File: src/rtl/dct_1d_gen.sv
// 8-point 1-D DCT/IDCT row engine with ena/rdy streaming and per-row mode select.
// Build option DCT_SAT_EN: saturate rounded results to OUT_W instead of two's-complement wrap.
module dct_1d_gen #(
   parameter int unsigned IN_W   = 8,
   parameter int unsigned OUT_W  = 12,
   parameter int unsigned COEF_W = 12,
   parameter int unsigned ACC_W  = IN_W + COEF_W + 3
) (
   input  logic                    clk,
   input  logic                    rst,
   input  logic                    ena_in,
   output logic                    rdy_out,
   input  logic signed [IN_W-1:0]  a_in,
   input  logic                    inv_in,
   output logic                    ena_out,
   input  logic                    rdy_in,
   output logic signed [OUT_W-1:0] S_out,
   output logic                    inv_out
);

   localparam int unsigned PROD_W = IN_W + COEF_W;
   // Basis magnitudes are tabulated with 24 fractional bits, then rounded to COEF_W-1 (COEF_W <= 24).
   localparam int unsigned REF_SH = 25 - COEF_W;
   localparam logic signed [ACC_W-1:0] RND_HALF = ACC_W'(1 << (COEF_W - 2));
`ifdef DCT_SAT_EN
   localparam logic signed [ACC_W-1:0] SAT_HI = ACC_W'((1 << (OUT_W - 1)) - 1);
   localparam logic signed [ACC_W-1:0] SAT_LO = -SAT_HI - ACC_W'(1);
`endif

   typedef enum logic {FILL, FULL} state_t;

   // C[k][n] = c(k)/2 * cos((2n+1)k*pi/16), folded onto the first quadrant for the magnitude.
   function automatic logic signed [COEF_W-1:0] coef_val(input int k, input int n);
      int     m;
      int     mi;
      logic   neg;
      longint mag;
      m   = ((2 * n + 1) * k) % 32;
      neg = (m > 8) && (m < 24);
      if (m <= 8)       mi = m;
      else if (m <= 16) mi = 16 - m;
      else if (m <= 24) mi = m - 16;
      else              mi = 32 - m;
      case (mi)
         0:       mag = 64'd5931642;
         1:       mag = 64'd8227423;
         2:       mag = 64'd7750063;
         3:       mag = 64'd6974873;
         4:       mag = 64'd5931642;
         5:       mag = 64'd4660461;
         6:       mag = 64'd3210182;
         7:       mag = 64'd1636536;
         default: mag = 64'd0;
      endcase
      mag = (mag + (64'd1 << (REF_SH - 1))) >> REF_SH;
      return neg ? COEF_W'(-mag) : COEF_W'(mag);
   endfunction

   logic signed [COEF_W-1:0] rom [8][8];

   for (genvar k = 0; k < 8; k++) begin : g_row
      for (genvar n = 0; n < 8; n++) begin : g_col
         assign rom[k][n] = coef_val(k, n);
      end
   end

   state_t                   state;
   logic [2:0]               cnt;
   logic [2:0]               idx;
   logic                     mode_q;
   logic                     bank_valid;
   logic signed [ACC_W-1:0]  acc     [8];
   logic signed [OUT_W-1:0]  bank    [8];
   logic signed [COEF_W-1:0] cm      [8];
   logic signed [PROD_W-1:0] prod    [8];
   logic signed [ACC_W-1:0]  acc_nxt [8];
   logic signed [OUT_W-1:0]  res     [8];
`ifdef DCT_SAT_EN
   logic signed [ACC_W-1:0]  rnd     [8];
`endif
   logic                     take;
   logic                     bank_free;
   logic                     transfer;
   logic                     accept;
   logic                     row_inv;

   // Handshake: a finished row moves into the bank when the bank is empty or draining its last word.
   always_comb begin
      take      = bank_valid && rdy_in;
      bank_free = !bank_valid || (take && (idx == 3'd7));
      transfer  = (state == FULL) && bank_free;
      rdy_out   = (state == FILL) || transfer;
      accept    = ena_in && rdy_out;
      row_inv   = (cnt == 3'd0) ? inv_in : mode_q;
   end

   // Eight MAC lanes; the first sample of a row loads rather than accumulates.
   always_comb begin
      for (int j = 0; j < 8; j++) begin
         cm[j]      = row_inv ? rom[cnt][j] : rom[j][cnt];
         prod[j]    = PROD_W'(a_in) * PROD_W'(cm[j]);
         acc_nxt[j] = ((cnt == 3'd0) ? ACC_W'(0) : acc[j]) + ACC_W'(prod[j]);
`ifdef DCT_SAT_EN
         rnd[j] = (acc[j] + RND_HALF) >>> (COEF_W - 1);
         if (rnd[j] > SAT_HI)      res[j] = OUT_W'(SAT_HI);
         else if (rnd[j] < SAT_LO) res[j] = OUT_W'(SAT_LO);
         else                      res[j] = OUT_W'(rnd[j]);
`else
         res[j] = OUT_W'((acc[j] + RND_HALF) >>> (COEF_W - 1));
`endif
      end
   end

   always_ff @(posedge clk or posedge rst) begin
      if (rst) begin
         state      <= FILL;
         cnt        <= '0;
         mode_q     <= 1'b0;
         bank_valid <= 1'b0;
         idx        <= '0;
         inv_out    <= 1'b0;
         for (int j = 0; j < 8; j++) begin
            acc[j]  <= '0;
            bank[j] <= '0;
         end
      end else begin
         if (accept) begin
            cnt <= cnt + 3'd1;
            for (int j = 0; j < 8; j++) acc[j] <= acc_nxt[j];
            if (cnt == 3'd0) mode_q <= inv_in;
         end
         if ((state == FILL) && accept && (cnt == 3'd7)) state <= FULL;
         else if (transfer)                               state <= FILL;
         if (transfer) begin
            for (int j = 0; j < 8; j++) bank[j] <= res[j];
            bank_valid <= 1'b1;
            idx        <= '0;
            inv_out    <= mode_q;
         end else if (take) begin
            idx <= idx + 3'd1;
            if (idx == 3'd7) bank_valid <= 1'b0;
         end
      end
   end

   assign ena_out = bank_valid;
   assign S_out   = bank[idx];

endmodule

File: config.mk
export PLATFORM = sky130hd
export DESIGN_NAME = dct_1d_gen
export DESIGN_NICKNAME = d
export VERILOG_FILES = /design/src/rtl/dct_1d_gen.sv
export SDC_FILE = /design/constraint.sdc
export NUM_CORES = 2
export LEC_CHECK = 0
export CELL_PAD_IN_SITES_DETAIL_PLACEMENT = 1
export CELL_PAD_IN_SITES_GLOBAL_PLACEMENT = 2
export CORE_MARGIN = 4
export CORE_UTILIZATION = 40
export CTS_BUF_LIST = sky130_fd_sc_hd__clkbuf_8
export DETAILED_ROUTE_END_ITERATION = 8
export PLACE_DENSITY = 0.78
export SETUP_SLACK_MARGIN = 0.02
export SKIP_LAST_GASP = 1
export SLEW_MARGIN = 0
export SYNTH_ARGS = -nofsm -noshare
export SYNTH_HDL_FRONTEND = slang
export SYNTH_SLANG_ARGS = --single-unit
File: constraint.sdc
create_clock -name clk -period 9.1 [get_ports clk]
set_input_delay 1.365 -clock clk [delete_from_list [all_inputs] [get_ports clk]]
set_output_delay 1.365 -clock clk [all_outputs]
set_load 0.01 [all_outputs]
Word-level counts from Yosys, hierarchy flattened

Memory sizes are Yosys's and may differ from the RTL's.
Index checks and enable logic that the tools add are counted.

$add $sub $neg: 18
$mul: 8
$lt $le $gt $ge: 2
Eq/ne operators: 2
Multiplexer cells: 45
Bitwise gates (word level): 3
Reduce and logical (&&, ||, !) cells: 14

Operators with widths:

| kind                                                              | count |
|---|---|
| 12-bit 2-to-1 mux                                                 | 26 |
| 96-bit 2-to-1 mux                                                 | 2 |
| 23-bit by 12-bit adder with 23-bit output (second input constant) | 8 |
| 23-bit by 20-bit adder with 23-bit output                         | 8 |
| 23-bit 2-to-1 mux                                                 | 8 |
| 8-bit by 12-bit multiplier with 20-bit output                     | 8 |
| 12-bit binary-select mux with 3-bit select                        | 1 |
| 4-bit greater-or-equal comparator (second input constant)         | 2 |
| 3-bit inverter with 4-bit output                                  | 2 |
| 3-bit by 1-bit adder with 3-bit output (second input constant)    | 2 |
| 3-bit equality test (second input constant)                       | 2 |
| 1-bit logical AND                                                 | 6 |
| 1-bit 2-to-1 mux                                                  | 6 |
| 3-bit 2-to-1 mux                                                  | 2 |
| 2-bit nonzero test                                                | 3 |
| 3-bit zero test                                                   | 1 |
| 1-bit logical OR                                                  | 2 |
| 2-bit AND reduction                                               | 1 |
| 1-bit zero test                                                   | 1 |
| 1-bit inverter                                                    | 1 |

Register bits after elaboration: 290
Memory bits (read-only): 1536
Input bits: 13
Output and inout bits: 15
Word-level logic and storage cells: 123
Memories kept: 9

Memory list:

| name             | words | bits a word | rd ports | clocked after memory_dff | wr ports | RTL line | text |
|---|---|---|---|---|---|---|---|
| (name not given) | 8     | 96          | 1        | 0                        | 0        | 100      | `cm[j] = row_inv ? rom[cnt][j] : rom[j][cnt];` |
| (name not given) | 8     | 12          | 1        | 0                        | 0        | 100      |  |
| (name not given) | 8     | 12          | 1        | 0                        | 0        | 100      |  |
| (name not given) | 8     | 12          | 1        | 0                        | 0        | 100      |  |
| (name not given) | 8     | 12          | 1        | 0                        | 0        | 100      |  |
| (name not given) | 8     | 12          | 1        | 0                        | 0        | 100      |  |
| +3 memories      | -     | -           | -        | -                        | -        | -        |  |

Logic depth before layout (Yosys ltp)

Depth after elaboration: 9
Depth in mapped cells: 33
Mapped depth without buffers: 31

Worst setup path after synthesis

Ideal clock, no wire load.

Kind: input to register
Start point: in inv_in
End point: reg acc[160] (netlist name)
Library setup time: 0.123 ns
Data arrival time: 7.430 ns
Required time: 8.977 ns
Slack: 1.547 ns
Stages: 22
Path buffers: 3
Path through: clkbuf_1 a21o_1 buf_2 buf_1 a21oi_1 and2_1 inv_1 fa_1 inv_1 fa_1 fa_1 fa_1 ha_1 ha_1 a2111o_1 o2111ai_2 a21oi_2 o31ai_4 mux2i_1 a2111oi_4 nor2_1 o221a_1

Cells in the longest elaborated chain, start to end: 4

RTL lines:

| element                                       | RTL line | text |
|---|---|---|
| start: declaration                            | 14       | `input logic inv_in,` |
| 1-bit 2-to-1 mux                              | -        |  |
| 12-bit 2-to-1 mux                             | 100      |  |
| 8-bit by 12-bit multiplier with 20-bit output | 101      | `prod[j] = PROD_W'(a_in) * PROD_W'(cm[j]);` |
| 23-bit by 20-bit adder with 23-bit output     | 102      | `acc_nxt[j] = ((cnt == 3'd0) ? ACC_W'(0) : acc[j]) + ACC_W'(prod[j]);` |
| end signal: indexed assignment                | 123      | `acc[j] <= '0;` |
| end: declaration                              | 72       | `logic signed [ACC_W-1:0] acc [8];` |

No other way between the ends.
A chain may end at the register's enable or synchronous reset.

Worst setup path in the final report

Start point: in inv_in
End point: reg acc[132] (netlist name)

The elaborated chain is that of the path after synthesis.

==> run_results.csv <==
group,metric,value,unit
outcome,status,"completed",
cts,cts_root_buf,"clkbuf_8",
cts,insertion_delay,0.79,ns
layout,fillers,13713,
place,dp_hpwl,113000,um
floorplanning,dieArea,126000,um2
floorplanning,initial_utilization,40.3,%
sta,setup_viol,0,
synthesis,synth_cells,5167,
synthesis,synthFlopType,"dfrtp_1",
detailed_routing,wl_met3,4540,um
detailed_routing,drt_iter0_drc,1791,
place,gp_congestion,0.908,
synthesis,synth_edf_count,0,
detailed_routing,drc,0,
cts,post-cts-setup-buffer-count,0,
sta,fmax,121,MHz
cts,cts_tree,"done",
synthesis,syn_avg_cell_area,9.36,um2
synthesis,synthTopCellsByArea,"fa_1, dfrtp_1, ha_1",
cts,cts.clk_slew.worst_paths,0.06,ns
sta,period_share,90.6,%
detailed_routing,m1WireLength,64600,um
synthesis,synth_area,48300,um2
critical_path,crit_path_end_kind,"flip-flop",
sta,rsz0062_at_grt,"false",
synthesis,synth_most_common_cell,"fa_1",
critical_path,crit_required,9.73,ns
sta,whs,0.469,ns
layout,final_area,52400,um2
floorplanning,rows,127,
worst_hold_path,hold_path.class,"reg2reg",
sta,finalHoldViolCount,0,
sta,slew_headroom,13.2,%
critical_path,critPathKind,"in2reg",
layout,finalNetCount,6474,
sta,report.final.slew_viol_count,0,
worst_hold_path,hold_depth,2,
grt,grt_pass1_vias,39796,
critical_path,path_max_fanout,34,
grt,antenna_found_initial,7,
job,maxCapViolations,0,
synthesis,ys_seq_area_share,15.0,%
critical_path,start_kind,"primary input",
place,portBuffers,27,
synthesis,yosysTopAreaCell,"fa_1",
synthesis,ys_types,74,
floorplanning,fp.dieH,356,um
cts,cts_sinks,290,
critical_path,r2r_cells,23,
detailed_routing,wl,143000,um
sta,min_period,8.25,ns
synthesis,synth.ff_latch_count,290,
detailed_routing,dr_wl_met2,70000,um
synthesis,yosysWarnings,0,
critical_path,cp.arrival,8.88,ns
detailed_routing,post_drt_wl_per_cell,20.9,um
grt,overflow,0,
synthesis,syn_nets,6466,
sta,tightest_slew,1.30,ns
sta,fin_worst_skew,0.0758,ns
cts,hold_buffers,0,
detailed_routing,vias,35598,
cts,htree_levels,3,
synthesis,synth_top_cell_area_share,34.3,%
floorplanning,fp.coreArea,120000,um2
floorplanning,die_x,356,um
detailed_routing,viasPerCell,5.20,
floorplanning,ios,28,
sta,setup_tns,0,ns
cts,cts.path.max_buffers,3,
synthesis,synth-async-reset-ratio,100,%
synthesis,synth_common_cells,"fa_1, nand2_1, inv_1",
place,place_area,50800,um2
cts,cts_resized,0,
detailed_routing,ant_nets,0,
cts,cts_buffers,70,
grt,grt_pass1_wl,230000,um
detailed_routing,drtPass1Iterations,5,
layout,layout-drive-gt1-share,6.00,%
layout,area_growth,8.38,%
grt,grtUsageTotal,23.4,%
detailed_routing,routed.top_layer,"met4",
grt,grt_max_degree,155,
layout,final_util,43.7,%
-- per-layer routing --
layer | GRT usage (%) | up-vias
met5 | 0 | -
met4 | 6.54 | 0
met3 | 2.54 | 163
met2 | 39.9 | 465
met1 | 31.8 | 18641
li1 | - | 16329
-- flip-flops by register name (all words and copies together) (netlist names) --
name	count
acc	184
bank	96
cnt	3
idx	3
ena_out	1
inv_out	1
mode_q	1
state	1
-- cell usage in the layout (no fill, tap or decap), types with 9 or more instances in the layout --
master	instances
mux4_2	24
o21a_1	21
clkbuf_8	88
nor2b_1	67
nand4_1	15
xor2_1	140
inv_1	702
nand3_1	76
a211oi_1	20
nor3_1	39
clkdlybuf4s50_1	19
ha_1	457
o31ai_1	14
nor2_1	210
o21ai_1	12
dfrtp_1	289
and2_1	455
xnor2_1	118
nand2b_1	47
mux2i_1	12
or3_1	12
mux2_2	19
o21ai_0	287
a31oi_1	22
and3_1	36
buf_4	106
a21o_1	46
fa_1	829
o21bai_1	17
buf_12	9
clkinv_2	17
nand2_1	759
a21oi_1	125
-- cells by family after synthesis --
family	after synthesis	share of synthesized area (%)
adder cells (fa/ha/maj)	1286	46.2
buffers and inverters	898	7.07
XOR/XNOR	258	4.67
multiplexers	55	1.81
AND/OR/NAND/NOR	1745	17.3
flip-flops	290	15.0
AO/OA/AOI/OAI	635	7.95
-- layout make-up --
class	count	area [um2]	share of cell area, %
clock buffers	88	1210	2.31
diodes	4	10.0	0.0191
inverters	695	2610	4.99
clock inverters	39	388	0.740
flip-flops and latches	290	7260	13.9
repair buffers	139	1190	2.27
multi-input cells	3979	37700	72.0
well taps	1612	2020	3.85
-- metrics by stage --
stage               instances  setup WS, ns
global route             6843         0.528
finish                   6846         0.852
CTS                      6842         0.948
detailed placement       6715         0.114
floorplan                5167          1.55
global placement         6715         0.298
-- worst paths after layout --
path / start / end / slack [ns]
worst max-delay path: inv_in / acc[132]$_DFFE_PP0P_ / 0.85
worst min-delay path: acc[46]$_DFFE_PP0P_ / acc[46]$_DFFE_PP0P_ / 0.47
worst max register to register: mode_q$_DFFE_PP0P_ / acc[132]$_DFFE_PP0P_ / 1.03
worst min register to register: acc[46]$_DFFE_PP0P_ / acc[46]$_DFFE_PP0P_ / 0.47
max in group asynchronous: rst / acc[22]$_DFFE_PP0P_ / 6.21
min in group asynchronous: rst / acc[147]$_DFFE_PP0P_ / 1.16
-- critical path, cell delays in order --
cell and delay (ns):
clkdlybuf4s50_1 0.76, a21o_1 0.17, buf_4 0.34, nand2_1 0.31, nand2_1 0.41, nand2_1 0.14
fa_1 0.50, fa_1 0.52, inv_1 0.06, fa_1 0.46, fa_1 0.52, fa_1 0.43
ha_1 0.35, o21a_1 0.22, a2111oi_0 1.06, nor2_1 0.18, o21a_1 0.24, o21ai_0 0.25
o21ai_0 0.15, xor2_1 0.16, mux2_2 0.27
Power is not shown: default switching activity piles up to over one toggle a cycle in this logic, so the estimate is an artifact.
